--- config.mk ---
export PLATFORM = sky130hd
export DESIGN_NAME = ark_pipe
export DESIGN_NICKNAME = d
export VERILOG_FILES = /design/src/rtl/aes_pkg.sv /design/src/rtl/ark_fifo.sv /design/src/rtl/ark_pipe.sv
export SDC_FILE = /design/constraint.sdc
export NUM_CORES = 2
export LEC_CHECK = 0
export CORE_UTILIZATION = 62
export DETAILED_ROUTE_END_ITERATION = 8
export PLACE_DENSITY = 0.81
export SLEW_MARGIN = 15
export SYNTH_ARGS = -nofsm -noshare
export SYNTH_HDL_FRONTEND = slang
export SYNTH_HIERARCHICAL = 1
export SYNTH_SLANG_ARGS = --single-unit
--- constraint.sdc ---
create_clock -name clk -period 10.4 [get_ports clk]
set_input_delay 3.12 -clock clk [delete_from_list [all_inputs] [get_ports clk]]
set_output_delay 3.12 -clock clk [all_outputs]
set_load 0.05 [all_outputs]
--- src/rtl/aes_pkg.sv ---
// Shared AES-round definitions: default widths and the byte-wise XOR helper
// used by the AddRoundKey pipeline.
package aes_pkg;

    localparam int DATA_W_DEF = 128;
    localparam int NKEYS_DEF  = 15;

    // One byte of AddRoundKey: state byte XOR key byte.
    function automatic logic [7:0] xor_byte(input logic [7:0] a, input logic [7:0] b);
        return a ^ b;
    endfunction

endpackage

--- src/rtl/ark_fifo.sv ---
// Show-ahead synchronous FIFO holding AddRoundKey results with their round
// index. The head entry is presented combinationally so a word written on
// one edge is visible right after it. Pointers wrap modulo DEPTH.
module ark_fifo #(
    parameter  int WIDTH = 8,
    parameter  int DEPTH = 2,
    localparam int CNT_W = $clog2(DEPTH + 1)
) (
    input  logic             clk,
    input  logic             rst_n,
    input  logic             i_push,
    input  logic             i_pop,
    input  logic [WIDTH-1:0] i_wdata,
    output logic [WIDTH-1:0] o_rdata,
    output logic [CNT_W-1:0] o_count
);
    localparam int PTR_W = (DEPTH > 1) ? $clog2(DEPTH) : 1;
    localparam logic [PTR_W-1:0] LAST_PTR = PTR_W'(DEPTH - 1);

    logic [WIDTH-1:0] r_mem [DEPTH];
    logic [PTR_W-1:0] r_wr_ptr;
    logic [PTR_W-1:0] r_rd_ptr;
    logic [CNT_W-1:0] r_count;

    // Storage array; contents need no reset because count gates validity.
    always_ff @(posedge clk) begin
        if (i_push) begin
            r_mem[r_wr_ptr] <= i_wdata;
        end
    end

    // Pointer and occupancy tracking; simultaneous push/pop keeps count.
    always_ff @(posedge clk or negedge rst_n) begin
        if (!rst_n) begin
            r_wr_ptr <= '0;
            r_rd_ptr <= '0;
            r_count  <= '0;
        end else begin
            if (i_push) begin
                r_wr_ptr <= (r_wr_ptr == LAST_PTR) ? '0 : r_wr_ptr + PTR_W'(1);
            end
            if (i_pop) begin
                r_rd_ptr <= (r_rd_ptr == LAST_PTR) ? '0 : r_rd_ptr + PTR_W'(1);
            end
            if (i_push && !i_pop) begin
                r_count <= r_count + CNT_W'(1);
            end else if (i_pop && !i_push) begin
                r_count <= r_count - CNT_W'(1);
            end
        end
    end

    assign o_rdata = r_mem[r_rd_ptr];
    assign o_count = r_count;

endmodule

--- src/rtl/ark_pipe.sv ---
// AddRoundKey pipeline: XORs each accepted state word with a stored round
// key and buffers the result (plus its round index) in a small FIFO.
// Optional macro ARK_KEY_FWD_EN: a key written on the same edge as an
// accept to that slot is forwarded into the XOR instead of the old key.
module ark_pipe
    import aes_pkg::*;
#(
    parameter  int DATA_W = DATA_W_DEF,
    parameter  int NKEYS  = NKEYS_DEF,
    parameter  int DEPTH  = 2,
    localparam int KIDX_W = (NKEYS > 1) ? $clog2(NKEYS) : 1,
    localparam int CNT_W  = $clog2(DEPTH + 1)
) (
    input  logic              clk,
    input  logic              rst,
    input  logic              key_we,
    input  logic [KIDX_W-1:0] key_waddr,
    input  logic [DATA_W-1:0] key_wdata,
    input  logic              in_valid,
    output logic              in_ready,
    input  logic [DATA_W-1:0] in_data,
    input  logic [KIDX_W-1:0] in_round,
    output logic              out_valid,
    input  logic              out_ready,
    output logic [DATA_W-1:0] out_data,
    output logic [KIDX_W-1:0] out_round,
    output logic [CNT_W-1:0]  count,
    output logic              err
);
    localparam int NBYTES = DATA_W / 8;

    logic [DATA_W-1:0]        r_keys [NKEYS];
    logic                     r_err;
    logic [DATA_W-1:0]        w_key;
    logic [DATA_W-1:0]        w_result;
    logic                     w_round_ok;
    logic                     w_push;
    logic                     w_pop;
    logic [CNT_W-1:0]         w_count;
    logic [DATA_W+KIDX_W-1:0] w_rdata;

    genvar gi;

    // Round-key registers, one per slot; writes to nonexistent slots are dropped.
    generate
        for (gi = 0; gi < NKEYS; gi++) begin : g_key
            always_ff @(posedge clk or negedge rst) begin
                if (!rst) begin
                    r_keys[gi] <= '0;
                end else if (key_we && (key_waddr == KIDX_W'(gi))) begin
                    r_keys[gi] <= key_wdata;
                end
            end
        end
    endgenerate

    assign w_round_ok = (int'(in_round) < NKEYS);

    // Key select: out-of-range rounds see an all-zero key.
    always_comb begin
        w_key = '0;
        if (w_round_ok) begin
            w_key = r_keys[in_round];
`ifdef ARK_KEY_FWD_EN
            if (key_we && (key_waddr == in_round)) begin
                w_key = key_wdata;
            end
`endif
        end
    end

    // Byte-wise AddRoundKey.
    generate
        for (gi = 0; gi < NBYTES; gi++) begin : g_xor
            assign w_result[gi*8 +: 8] = xor_byte(in_data[gi*8 +: 8], w_key[gi*8 +: 8]);
        end
    endgenerate

    assign out_valid = (w_count != '0);
    assign w_pop     = out_valid && out_ready;
    // Held low during reset; a pop frees a slot for a same-cycle push.
    assign in_ready  = rst && ((w_count < CNT_W'(DEPTH)) || w_pop);
    assign w_push    = in_valid && in_ready;

    // Sticky flag for any accepted word with an out-of-range round index.
    always_ff @(posedge clk or negedge rst) begin
        if (!rst) begin
            r_err <= 1'b0;
        end else if (w_push && !w_round_ok) begin
            r_err <= 1'b1;
        end
    end

    ark_fifo #(
        .WIDTH(DATA_W + KIDX_W),
        .DEPTH(DEPTH)
    ) u_fifo (
        .clk    (clk),
        .rst_n  (rst),
        .i_push (w_push),
        .i_pop  (w_pop),
        .i_wdata({in_round, w_result}),
        .o_rdata(w_rdata),
        .o_count(w_count)
    );

    assign out_data  = w_rdata[DATA_W-1:0];
    assign out_round = w_rdata[DATA_W +: KIDX_W];
    assign count     = w_count;
    assign err       = r_err;

endmodule

==> impl_results.md <==
- Worst min-delay path category: reg2reg
- Nets@finish: 7571
- Number of global-route vias before repair: approximately 67000
- Synth warn: 6
- Int Pwr: roughly 18 mW
- Peak VDD IR: between 0.00015 and 0.0002 V
- Top cells by area, synth: dfrtp_1 46%, mux2_2 21%, edfxtp_1 7.6%
- Worst reg2reg path startpoint: u_fifo/o_count[1]
- Part of the power in registers: 46.1%
- Max-cap viol count: 0
- CP max-delay cell: clkdlybuf4s50_1
- Vert. Die Dim: approximately 410 um
- Top delay family on crit path: buffers and inverters
- P per Cell Area: 215 nW/um^2
- Hold Path Stages: 1
- Worst-path fanout max: 2
- Arrival time at the worst endpoint: 4960 ps
- Setup Crit Path Kind: in2out
- Final setup vio count: 0
- Vias: between 60000 and 70000
- Clock root cell: clkbuf_16
- WL/cell: about 26 um
- WP data required: between 7000 and 8000 ps
- Critical Path Start Type: input pin
- Finished Core Util: between 60% and 70%
- Worst Skew: 44.3 ps
- Core area: 167000 um^2
- Initial DRC Count: 5409
- Worst R2R Path Depth: 5
- Count of input and output buffers: around 410
- Run status: complete, no violations
- Initial antenna violation count: 57
- Avg Cell Area, Syn: around 14 um^2
- Area of the multi-input gates: 45300 um^2
- Clock buffer count from CTS: 219
- H-tree Lvls: 4
- Synth Instances: just over 7000
- Period utilization: between 70% and 80%
- Register area share after synthesis: 53.7%
- Post-CTS sizing: 0
- CTS tree: done
- Syn_nets: about 7500
- DR vias/cell: ~6.6
- Most common cell after layout, fill and taps aside: mux2_2
- Switching share of power: 28.1%
- Detailed placement HPWL: around 140000 um
- Die area: 170000 um^2
- Tot GR Track Use: 30.1%
- GP Congestion: a little under 0.8
- Row count: 150
- DIE WIDTH: 412 um
- Setup TNS Final: 0 ps
- RSZ-0062 raised after global routing: no
- Synth cell types: 38
- Initial Util: between 60 and 70%
- Max Root-Sink Buffers: 3
- # IOs: about 410
- Largest net degree at the start of global routing: just under 200
- Top cell type's share of synthesized area: 46.1%
- Clock power frac: a little under a third
- Asr flop ratio synth: just under 90%
- Remaining Overflow, GRT: 0
- Max Slew Vio Count: 0
- Length of the first detailed-routing pass in iterations: 6
- Hold Path End: r_keys[357]
- Routed Antenna Nets: 0
- R2r endpoint: u_fifo/r_mem[1][7]
- Worst-path clk slew: ~50 ps
- Leak: approximately 48 nW
- Final Hold Viols: 0
- R2r setup slk: slightly above 7000 ps
- Least-Margin Pin Slew: between 1000 and 1500 ps
- Cell Area, Synth: around 100000 um^2
- Max incr delay on CP: 830 ps
- CP bufs+invs: 4
- Setup Buffers After CTS: 0
- Drt total wl: between 200000 and 300000 um
- NetSw: between 7 and 8 mW
- Most frequent cells in the layout: 1982 x mux2_2, 1924 x dfrtp_1, 400 x clkdlybuf4s50_1
- Hold Path Origin: r_keys[357]
- Tmin final: 8080 ps
- Slew HR: just over 20%
- CP most frequent cell: clkdlybuf4s50_1
- Setup crit end kind: output pin
- Critical Path, Cell by Cell: clkdlybuf4s50_1, inv_1, a21boi_0, buf_4, clkdlybuf4s50_1
- Register area: 56100 um^2
- Area delta synth->final: 11.7%
- Cell count along the critical path: 5
- CTS Sinks: 2189
- DRC viols: 0
- Post-synth EDFFs: roughly 260
- Share of layout cells above drive strength 1: about 38%
- Skew-Pair Late Insertion Delay: 870 ps
- First-pass GRT wire length: approximately 390000 um
- FF+latch count, synth: ~2200
- F_max: approximately 120 MHz
- Fill cell count: about 11000
- CTS Hold Bufs: 0
- Largest area contributor in the netlist: dfrtp_1
- Post-synth top flop: dfrtp_1
- Logic pwr share: roughly 22%
final cells by class:
cell class                      count  share of cell area (%)
Sequential cell                  2189                    48.1
Multi-Input combinational cell   4396                    38.8
Clock buffer                      337                    5.55
Timing Repair Buffer              493                    4.42
Tap cell                         2204                    2.36
Clock inverter                     68                   0.704
Antenna cell                       27                  0.0579
Inverter                            2                 0.00643
synthesized netlist by cell type (17+ instances only):
| cell type | count |
|---|---|
| mux2_2 | 1982 |
| dfrtp_1 | 1925 |
| a21oi_1 | 384 |
| mux2i_1 | 384 |
| clkbuf_1 | 331 |
| buf_2 | 301 |
| edfxtp_1 | 264 |
| mux4_2 | 256 |
| nand4b_1 | 256 |
| nand3b_1 | 132 |
| nand2_1 | 130 |
| nor3b_1 | 129 |
| a22oi_1 | 128 |
| nor3_1 | 128 |
| nor4bb_1 | 128 |
| o211ai_1 | 128 |
| mux2_4 | 70 |
| nor4b_2 | 70 |
| nor4b_1 | 58 |
| buf_4 | 19 |
| buf_6 | 17 |
metal layers:
layer	global-route usage (%)	vias up	wire (um)
met5	0	-	317
met4	10.6	48	6940
met3	4.77	469	14600
met2	49.6	1927	126000
met1	40.7	34100	106000
li1	-	27600	-
state kept, by name, summed over array words and instances (netlist names):
signal / count
u_fifo/r_wr_ptr: 1
r_keys: 1920
u_fifo/r_rd_ptr: 1
u_fifo/o_count: 2
u_fifo/r_mem: 264
err: 1
through the flow:
stage	instances	power [mW]	instance area [um^2]	worst slack (ps)	hold WS, ps
after floorplan	7269	15.5	104000	1810	473
after global placement	9284	16.8	109000	2260	481
after detailed placement	9284	17.2	109000	2230	487
after CTS	9689	25.2	117000	2230	500
after global routing	9713	26.1	117000	2190	509
final	9716	25.0	117000	2320	498
cells by family after synthesis:
group	Yosys count	synth area share, %
adder cells (fa/ha/maj)	1	0.0120
XOR/XNOR	5	0.0419
flip-flops	2189	53.7
AO/OA/AOI/OAI	642	3.69
multiplexers	2692	31.6
buffers and inverters	684	3.02
AND/OR/NAND/NOR	1056	7.95
worst register-to-register path, stage by stage, from the launching register on:
cell and delay, ps:
dfrtp_1 450, a21boi_0 220, buf_4 230, and2_1 400, and2_4 650, buf_12 570
power by group through the flow:
| stage | Clock (mW) | Combinational (mW) | Sequential, mW |
|---|---|---|---|
| final | 7.94 | 5.56 | 11.5 |
| after global routing | 8.39 | 5.93 | 11.8 |
| after CTS | 8.05 | 5.59 | 11.5 |
| after detailed placement | 0 | 5.55 | 11.7 |
| after global placement | 0 | 5.35 | 11.5 |
| after floorplan | 0 | 4.19 | 11.4 |
worst max-delay path by stage:
stage               startpoint            endpoint  slack [ps]
finish               out_ready            in_ready        2320
global placement           rst            in_ready        2260
floorplan            out_ready  u_fifo/r_mem[0][0]        1810
detailed placement         rst            in_ready        2230
CTS                        rst            in_ready        2230
global route               rst            in_ready        2190
Power figures use the tool's default switching activity.
